===== config.mk =====
export PLATFORM = sky130hd
export DESIGN_NAME = opb_register_simulink2ppc_latched
export DESIGN_NICKNAME = d
export VERILOG_FILES = /design/src/rtl/opb_register_simulink2ppc_latched.sv
export SDC_FILE = /design/constraint.sdc
export NUM_CORES = 1
export LEC_CHECK = 0
export BUFFER_PORTS_ARGS = -buffer_cell sky130_fd_sc_hd__buf_2
export CAP_MARGIN = 20
export CORE_ASPECT_RATIO = 1.5
export CORE_MARGIN = 1
export CORE_UTILIZATION = 44
export CTS_BUF_LIST = sky130_fd_sc_hd__clkbuf_16
export DETAILED_ROUTE_END_ITERATION = 6
export PLACE_DENSITY = 0.78
export SYNTH_ARGS = -nofsm -noshare
export SYNTH_HDL_FRONTEND = slang
export SYNTH_SLANG_ARGS = --single-unit

===== constraint.sdc =====
create_clock -name OPB_Clk -period 1.75 [get_ports OPB_Clk]
set_input_delay 0.35 -clock OPB_Clk [delete_from_list [all_inputs] [get_ports OPB_Clk]]
set_output_delay 0.35 -clock OPB_Clk [all_outputs]
set_load 0.005 [all_outputs]

===== src/rtl/opb_register_simulink2ppc_latched.sv =====
// Fabric-to-PowerPC OPB register: latches a user word on user_valid and exposes it,
// together with sticky NEW/OVF flags, as a two-word read window on the OPB.
module opb_register_simulink2ppc_latched #(
   parameter logic [31:0] C_BASEADDR   = 32'h01014700,
   parameter logic [31:0] C_HIGHADDR   = 32'h010147FF,
   parameter int          C_OPB_AWIDTH = 32,
   parameter int          C_OPB_DWIDTH = 32,
   parameter              C_FAMILY     = "virtex5"
) (
   input  logic                    OPB_Clk,
   input  logic                    OPB_Rst_n,
   input  logic [0:C_OPB_AWIDTH-1] OPB_ABus,
   input  logic [0:3]              OPB_BE,
   input  logic [0:C_OPB_DWIDTH-1] OPB_DBus,
   input  logic                    OPB_RNW,
   input  logic                    OPB_select,
   input  logic                    OPB_seqAddr,
   output logic [0:C_OPB_DWIDTH-1] Sl_DBus,
   output logic                    Sl_xferAck,
   output logic                    Sl_errAck,
   output logic                    Sl_retry,
   output logic                    Sl_toutSup,
   input  logic [31:0]             user_data_in,
   input  logic                    user_valid,
   output logic                    user_new
);

   typedef enum logic [1:0] {ST_IDLE, ST_ACK, ST_HOLD} state_t;

   state_t                    state_q, state_d;
   logic                      rnw_q, rnw_d;
   logic                      word_q, word_d;
   logic [31:0]               data_q, data_d;
   logic                      new_q, new_d;
   logic                      ovf_q, ovf_d;
   logic [0:C_OPB_DWIDTH-1]   sl_dbus_q, sl_dbus_d;

   logic hit;
   logic start;
   logic in_ack;
   logic data_rd_clr;
   logic ovf_wr_clr;

   assign hit         = (OPB_ABus >= C_BASEADDR) && (OPB_ABus <= C_HIGHADDR);
   assign start       = (state_q == ST_IDLE) && OPB_select && hit;
   assign in_ack      = (state_q == ST_ACK);
   assign data_rd_clr = in_ack && rnw_q && !word_q;
   assign ovf_wr_clr  = in_ack && !rnw_q && word_q && OPB_DBus[C_OPB_DWIDTH-2];

   always_comb begin
      state_d = state_q;
      rnw_d   = rnw_q;
      word_d  = word_q;
      case (state_q)
         ST_IDLE: begin
            if (start) begin
               state_d = ST_ACK;
               rnw_d   = OPB_RNW;
               word_d  = OPB_ABus[C_OPB_AWIDTH-3];
            end
         end
         ST_ACK:  state_d = ST_HOLD;
         ST_HOLD: if (!OPB_select) state_d = ST_IDLE;
         default: state_d = ST_IDLE;
      endcase
   end

   // A capture in the same cycle as a clear always wins; OVF only sets when the
   // previous word was never consumed.
   always_comb begin
      data_d = user_valid ? user_data_in : data_q;
      new_d  = new_q;
      ovf_d  = ovf_q;
      if (data_rd_clr) new_d = 1'b0;
      if (ovf_wr_clr)  ovf_d = 1'b0;
      if (user_valid) begin
         new_d = 1'b1;
         if (new_q && !data_rd_clr) ovf_d = 1'b1;
      end
   end

   // Read data is registered from the next-state values so that a word captured
   // on the edge entering ACK is the one returned.
   always_comb begin
      sl_dbus_d = '0;
      if (start && OPB_RNW) begin
         if (OPB_ABus[C_OPB_AWIDTH-3]) begin
            sl_dbus_d[C_OPB_DWIDTH-1] = new_d;
            sl_dbus_d[C_OPB_DWIDTH-2] = ovf_d;
         end else begin
            sl_dbus_d = data_d;
         end
      end
   end

   always_ff @(posedge OPB_Clk or negedge OPB_Rst_n) begin
      if (!OPB_Rst_n) begin
         state_q   <= ST_IDLE;
         rnw_q     <= 1'b0;
         word_q    <= 1'b0;
         data_q    <= '0;
         new_q     <= 1'b0;
         ovf_q     <= 1'b0;
         sl_dbus_q <= '0;
      end else begin
         state_q   <= state_d;
         rnw_q     <= rnw_d;
         word_q    <= word_d;
         data_q    <= data_d;
         new_q     <= new_d;
         ovf_q     <= ovf_d;
         sl_dbus_q <= sl_dbus_d;
      end
   end

   assign Sl_DBus    = sl_dbus_q;
   assign Sl_xferAck = in_ack;
   assign Sl_errAck  = 1'b0;
   assign Sl_retry   = 1'b0;
   assign Sl_toutSup = 1'b0;
   assign user_new   = new_q;

   localparam bit unused_family = |C_FAMILY;
   logic unused_inputs;
   assign unused_inputs = ^{OPB_BE, OPB_seqAddr, OPB_DBus[0:C_OPB_DWIDTH-3],
                            OPB_DBus[C_OPB_DWIDTH-1]};

endmodule


; ---- Yosys cells after proc, flatten, opt, wreduce, memory -nomap -nowiden
; Cells that the tools add are included.
[word_totals]
mem_bits_rw = 0
wordCells = 41
latch_bits = 0
out_inout_bits = 37
reg_bits = 70
n_memories = 0
rom_bits = 0
[classes]
n_bitwise = 0
n_mux = 12
n_reduce_logical = 16
add_sub_neg = 0
div_mod_pow = 0
order_cmp = 2
shift = 0
n_mul = 0
n_eq_ne = 4
[op_table]
columns = cell, count
row1 = 2-to-1 mux 32 bit, 2
row2 = "greater-or-equal comparator 32 x 25 -> 1 bit, second input constant", 1
row3 = "<= comparator 32 x 25 -> 1 bit, second input constant", 1
row4 = 2-to-1 mux 30 bit, 1
row5 = logical AND 1 bit, 10
row6 = 2-to-1 mux 2 bit, 3
row7 = one-hot mux 2 bit (3 select lines), 1
row8 = 2-to-1 mux 1 bit, 5
row9 = "inequality test 2 bit, second input constant", 2
row10 = AND reduction 2 bit, 2
row11 = zero test 1 bit, 3
row12 = "== test 2 x 1 -> 1 bit, second input constant", 1
row13 = "== test 2 bit, second input constant", 1
row14 = zero test 2 bit, 1

; ---- Depth between registers and ports, before layout
[depth]
depth_word = 9
depth_mapped = 5
mapped_depth_nobuf = 4

; ---- Least setup slack after synthesis
; Ideal clock, no wire load.
[synth_timing]
kind = input to register
from = input OPB_ABus[12] (netlist bit)
to = register word_q
setup_slack_ns = 0.003
t_arrival_ns = 1.622
n_path_buf = 0
cell_stages = 4
cell_sequence = or4b_1 > nor3_2 > and2_2 > mux2_2
[synth_via]
elab_chain_len = 4
[synth_rtl]
columns = element, line
row1 = from (decl), 12  ; input logic [0:C_OPB_AWIDTH-1] OPB_ABus,
row2 = greater-or-equal comparator 32 x 25 -> 1 bit or <= comparator 32 x 25 -> 1 bit (tied branches), 44  ; assign hit = (OPB_ABus >= C_BASEADDR) && (OPB_ABus <= C_HIGHADDR);
row3 = logical AND 1 bit *, 44
row4 = logical AND 1 bit *, 45  ; assign start = (state_q == ST_IDLE) && OPB_select && hit;
row5 = AND reduction 2 bit (no line) *, --
row6 = to (signal assigned), 108  ; word_q <= word_d;
row7 = to (decl), 32  ; logic word_q, word_d;
; Every way passes the cells marked *; elsewhere a longest branch is shown, timed or not.
; A chain may end at the register's enable or synchronous reset.

; ---- Worst setup path after layout
[layout_timing]
from = register state_q[1]
to = register word_q
[layout_via]
elab_chain_len = 4
[layout_rtl]
columns = element, line
row1 = from (decl), 30  ; state_t state_q, state_d;
row2 = from (signal assigned), 106  ; state_q <= state_d;
row3 = zero test 2 bit *, "45, 54"
row4 = logical AND 1 bit (2 in a row), 45
row5 = AND reduction 2 bit (no line) *, --
; Marked as above.

==> run summary <==
GRT
* 0 — Congestion Overflow GR
* 17.3% — total global-route track usage
* 0 — antenna violations before repair
* 1,727 — number of global-route vias before repair
* 71 — pin count of the biggest net entering global routing
* 7.72 mm — wire length of the first global-routing pass

Cells and area
* 62.7% — Layout Utilization
* 34.9% — layout overhead on the synthesized area
* 385 — number of nets in the layout
* 0 — diode count
* 55.3% — proportion of layout cells with a drive suffix above 1

CTS
* built — TritonCTS clock tree
* 2 — clock tree buffer depth
* 0.05 ns — CTS clock-pin slew for the worst setup and hold paths
* 70 — sinks on the clock net
* 0.32 ns — clk_lat worst skew
* 9 — clock buffer count from CTS
* 0 — count of hold-fix buffers inserted at cts
* clkbuf_16 — root buf cell
* 0 — Post-CTS Repair Setup Buffers
* 3 — number of H-tree levels

Die
* 64.7 µm — die width
* 143 — number of top-level design ports
* 46.5% — starting density of the core
* 6210 µm² — area of the die
* 5570 µm² — core box area
* 33 — standard-cell row count
* 96.0 µm — vertical extent of the die

Synth
* dfrtp_1, mux2_2, nor2b_1, buf_6, nor2b_2 — largest cells by area after synthesis
* dfrtp_1 — cell taking the most area after synthesis
* 67.6% — portion of synthesized cell area occupied by the leading cell type
* dfrtp_1, mux2_2, nor2b_1 — leading post-synthesis cells by instance count
* dfrtp_1 — most frequently used cell type in the post-synthesis netlist
* 0 — count of synthesis-stage warnings from yosys
* 14.9 µm² — mean instance size in the synthesized netlist
* 100% — proportion of synthesized flip-flops having asynchronous set or reset
* 0 — number of flops mapped to enable cells by yosys
* 14.3% — mux contribution to synthesized area
* 67.6% — Seq/Total Area, Yosys
* 13.1% — Synth Area in Simple Gates
* 1.54% — area fraction in compound gates after synthesis
* multiplexers — combinational family with the most area after synthesis
* dfrtp_1 — Main synth FF type
* 0% — post-synthesis xor/xnor area fraction
* 0% — post-synthesis share of cell area spent on full adders, half adders and majority gates
* 174 — Mapped Cells
* 2590 µm² — Cell Area, Synth
* 70 — register bit total from synthesis
* 30 — Yosys cell types

STA
* 91.1% — final clock period utilization by the worst path
* 0 — Final Hold Violating Endpoints
* no — setup repair after global routing missed its margin
* 0.0472 ns — WHS
* 0 — setup violators final
* 1.59 ns — final critical delay including setup and external delays
* 0 — count of final max-slew check failures
* 627 MHz — maximum achievable frequency
* 0.00563 ns — clock skew after layout

Power
* 1090 nW/µm² — pwr dens
* 19.7% — Switching Share
* 3.07 mW — cell internal power dissipation
* 650 µV — maximum ir drop on the vdd rail
* 48.7% — Clock power frac
* 1.80 nW — static leakage
* 44.7% — register share of total power
* 6.6% — share of power burned in combinational logic
* 0.753 mW — switching power

Critical path
* flop — Startpoint Class
* flop — endpoint type of the worst setup path
* 0 — CP bufs+invs
* 3 — Max Fanout on Critical Path
* nor4b_1, and4_1, and2_2, mux2_2 — critical path, cell by cell
* 1.96 ns — critical path required time
* flop to flop — class of the most critical setup path
* 1.80 ns — CP arrival
* simple AND/OR/NAND/NOR gates — cell family contributing the most delay on the critical path
* 0.39 ns — delay contributed by the slowest stage of the critical path
* dfrtp_1 — Slowest cell on crit path

Place
* 96 — number of I/O port buffers
* 3.39 mm — HPWL after detailed placement
* 0.719 — routability-driven placement congestion ratio

Run
* 0 — number of maximum-capacitance constraint violations

Routing
* 37 — starting DRC count in detailed routing
* 0 — Remaining DRCs
* 0 — Detail Route Antenna Nets
* 1,670 — Vias
* 4.76 mm — wirelength, routed
* 4 — drt first pass iters
* 13.4 µm — Avg WL per Cell
* 4.72 — Via-to-Cell Ratio

Outcome
* complete, no violations — status

Hold path
* primary input to async pin — Hold Path Class

-- power groups by stage --
| stage | sequential [mW] | combinational, mW | clock [mW] |
|---|---|---|---|
| floorplan | 1.73 | 0.133 | 0 |
| global placement | 1.73 | 0.244 | 0 |
| detailed placement | 1.74 | 0.257 | 0 |
| CTS | 1.71 | 0.258 | 1.91 |
| global route | 1.72 | 0.283 | 1.97 |
| finish | 1.71 | 0.252 | 1.86 |
-- metal layers --
metal  GRT usage, %  routed length [µm]  part of all wire (%)
met5              0                   0                     0
met4           8.70                  91                   1.9
met3           5.57                 301                   6.3
met2           28.9                2530                    53
met1           19.7                1830                    38
-- path summary, 6_finish.rpt --
| check | from | endpoint | slack (ns) | cells past startpoint |
|---|---|---|---|---|
| min in group OPB_Clk | user_data_in[22] | data_q[22] | 0.27 | 2 |
| max in group asynchronous | OPB_Rst_n | data_q[0] | 1.42 | 2 |
| min | OPB_Rst_n | data_q[4] | 0.05 | 2 |
| max | state_q[1] | word_q | 0.16 | 4 |
| min reg2reg | data_q[2] | data_q[2] | 0.49 | 1 |
| max reg2reg | state_q[1] | word_q | 0.16 | 4 |
-- sequential cells by signal (all words and copies together) (netlist names) --
register / flops
rnw_q: 1
word_q: 1
data_q: 32
Sl_DBus: 32
user_new: 1
state_q: 2
ovf_q: 1
-- layout by cell type (no fill, tap or decap), drive strengths merged, types with 3 or more instances in the layout --
master	Yosys	final
buf	9	102
dfrtp	70	70
mux2	33	33
nor2b	30	30
clkbuf	1	9
nand2	5	5
clkinv	0	4
inv	3	3
conb	1	3
-- per-stage QoR --
stage | setup slack [ns] | cell area, µm² | cells | setup TNS, ns | power (mW)
2_1_floorplan | 0.00278 | 2600 | 176 | 0 | 1.87
3_3_place_gp | -0.118 | 3180 | 338 | -0.949 | 1.98
3_5_place_dp | -0.139 | 3180 | 338 | -1.98 | 2.00
4_1_cts | 0.111 | 3490 | 354 | 0 | 3.88
5_1_grt | 0.0713 | 3500 | 354 | 0 | 3.98
6_report | 0.156 | 3500 | 354 | 0 | 3.83
-- timing repair --
item | 4_1_cts | 5_1_grt
hold endpoints to repair | 0 | 0
gates resized for setup | 0 | 1
setup endpoints to repair | 0 | 18
-- worst register-to-register path, delay by kind of cell, from the launching register on --
| family | cells | cell delay, ns |
|---|---|---|
| simple gates | 3 | 0.77 |
| flops | 1 | 0.39 |
| mux | 1 | 0.32 |
-- layout make-up --
class / instances / area [µm²]
fillers: 455 / 2080
flip-flops and latches: 70 / 1750
multi-input cells: 93 / 769
repair buffers: 102 / 563
clock buffers: 9 / 225
clock inverters: 7 / 88.8
well taps: 70 / 87.6
inverters: 3 / 11.3
-- cell families (layout without fill, tap and decap cells) --
family,Yosys count,after routing
DFF,70,70
and+or+nand+nor,51,51
muxes,33,33
buffers and inverters,13,121
AOI/OAI and AO/OA,6,6
other,1,3
Note: power is estimated with default switching activity, not from simulation.
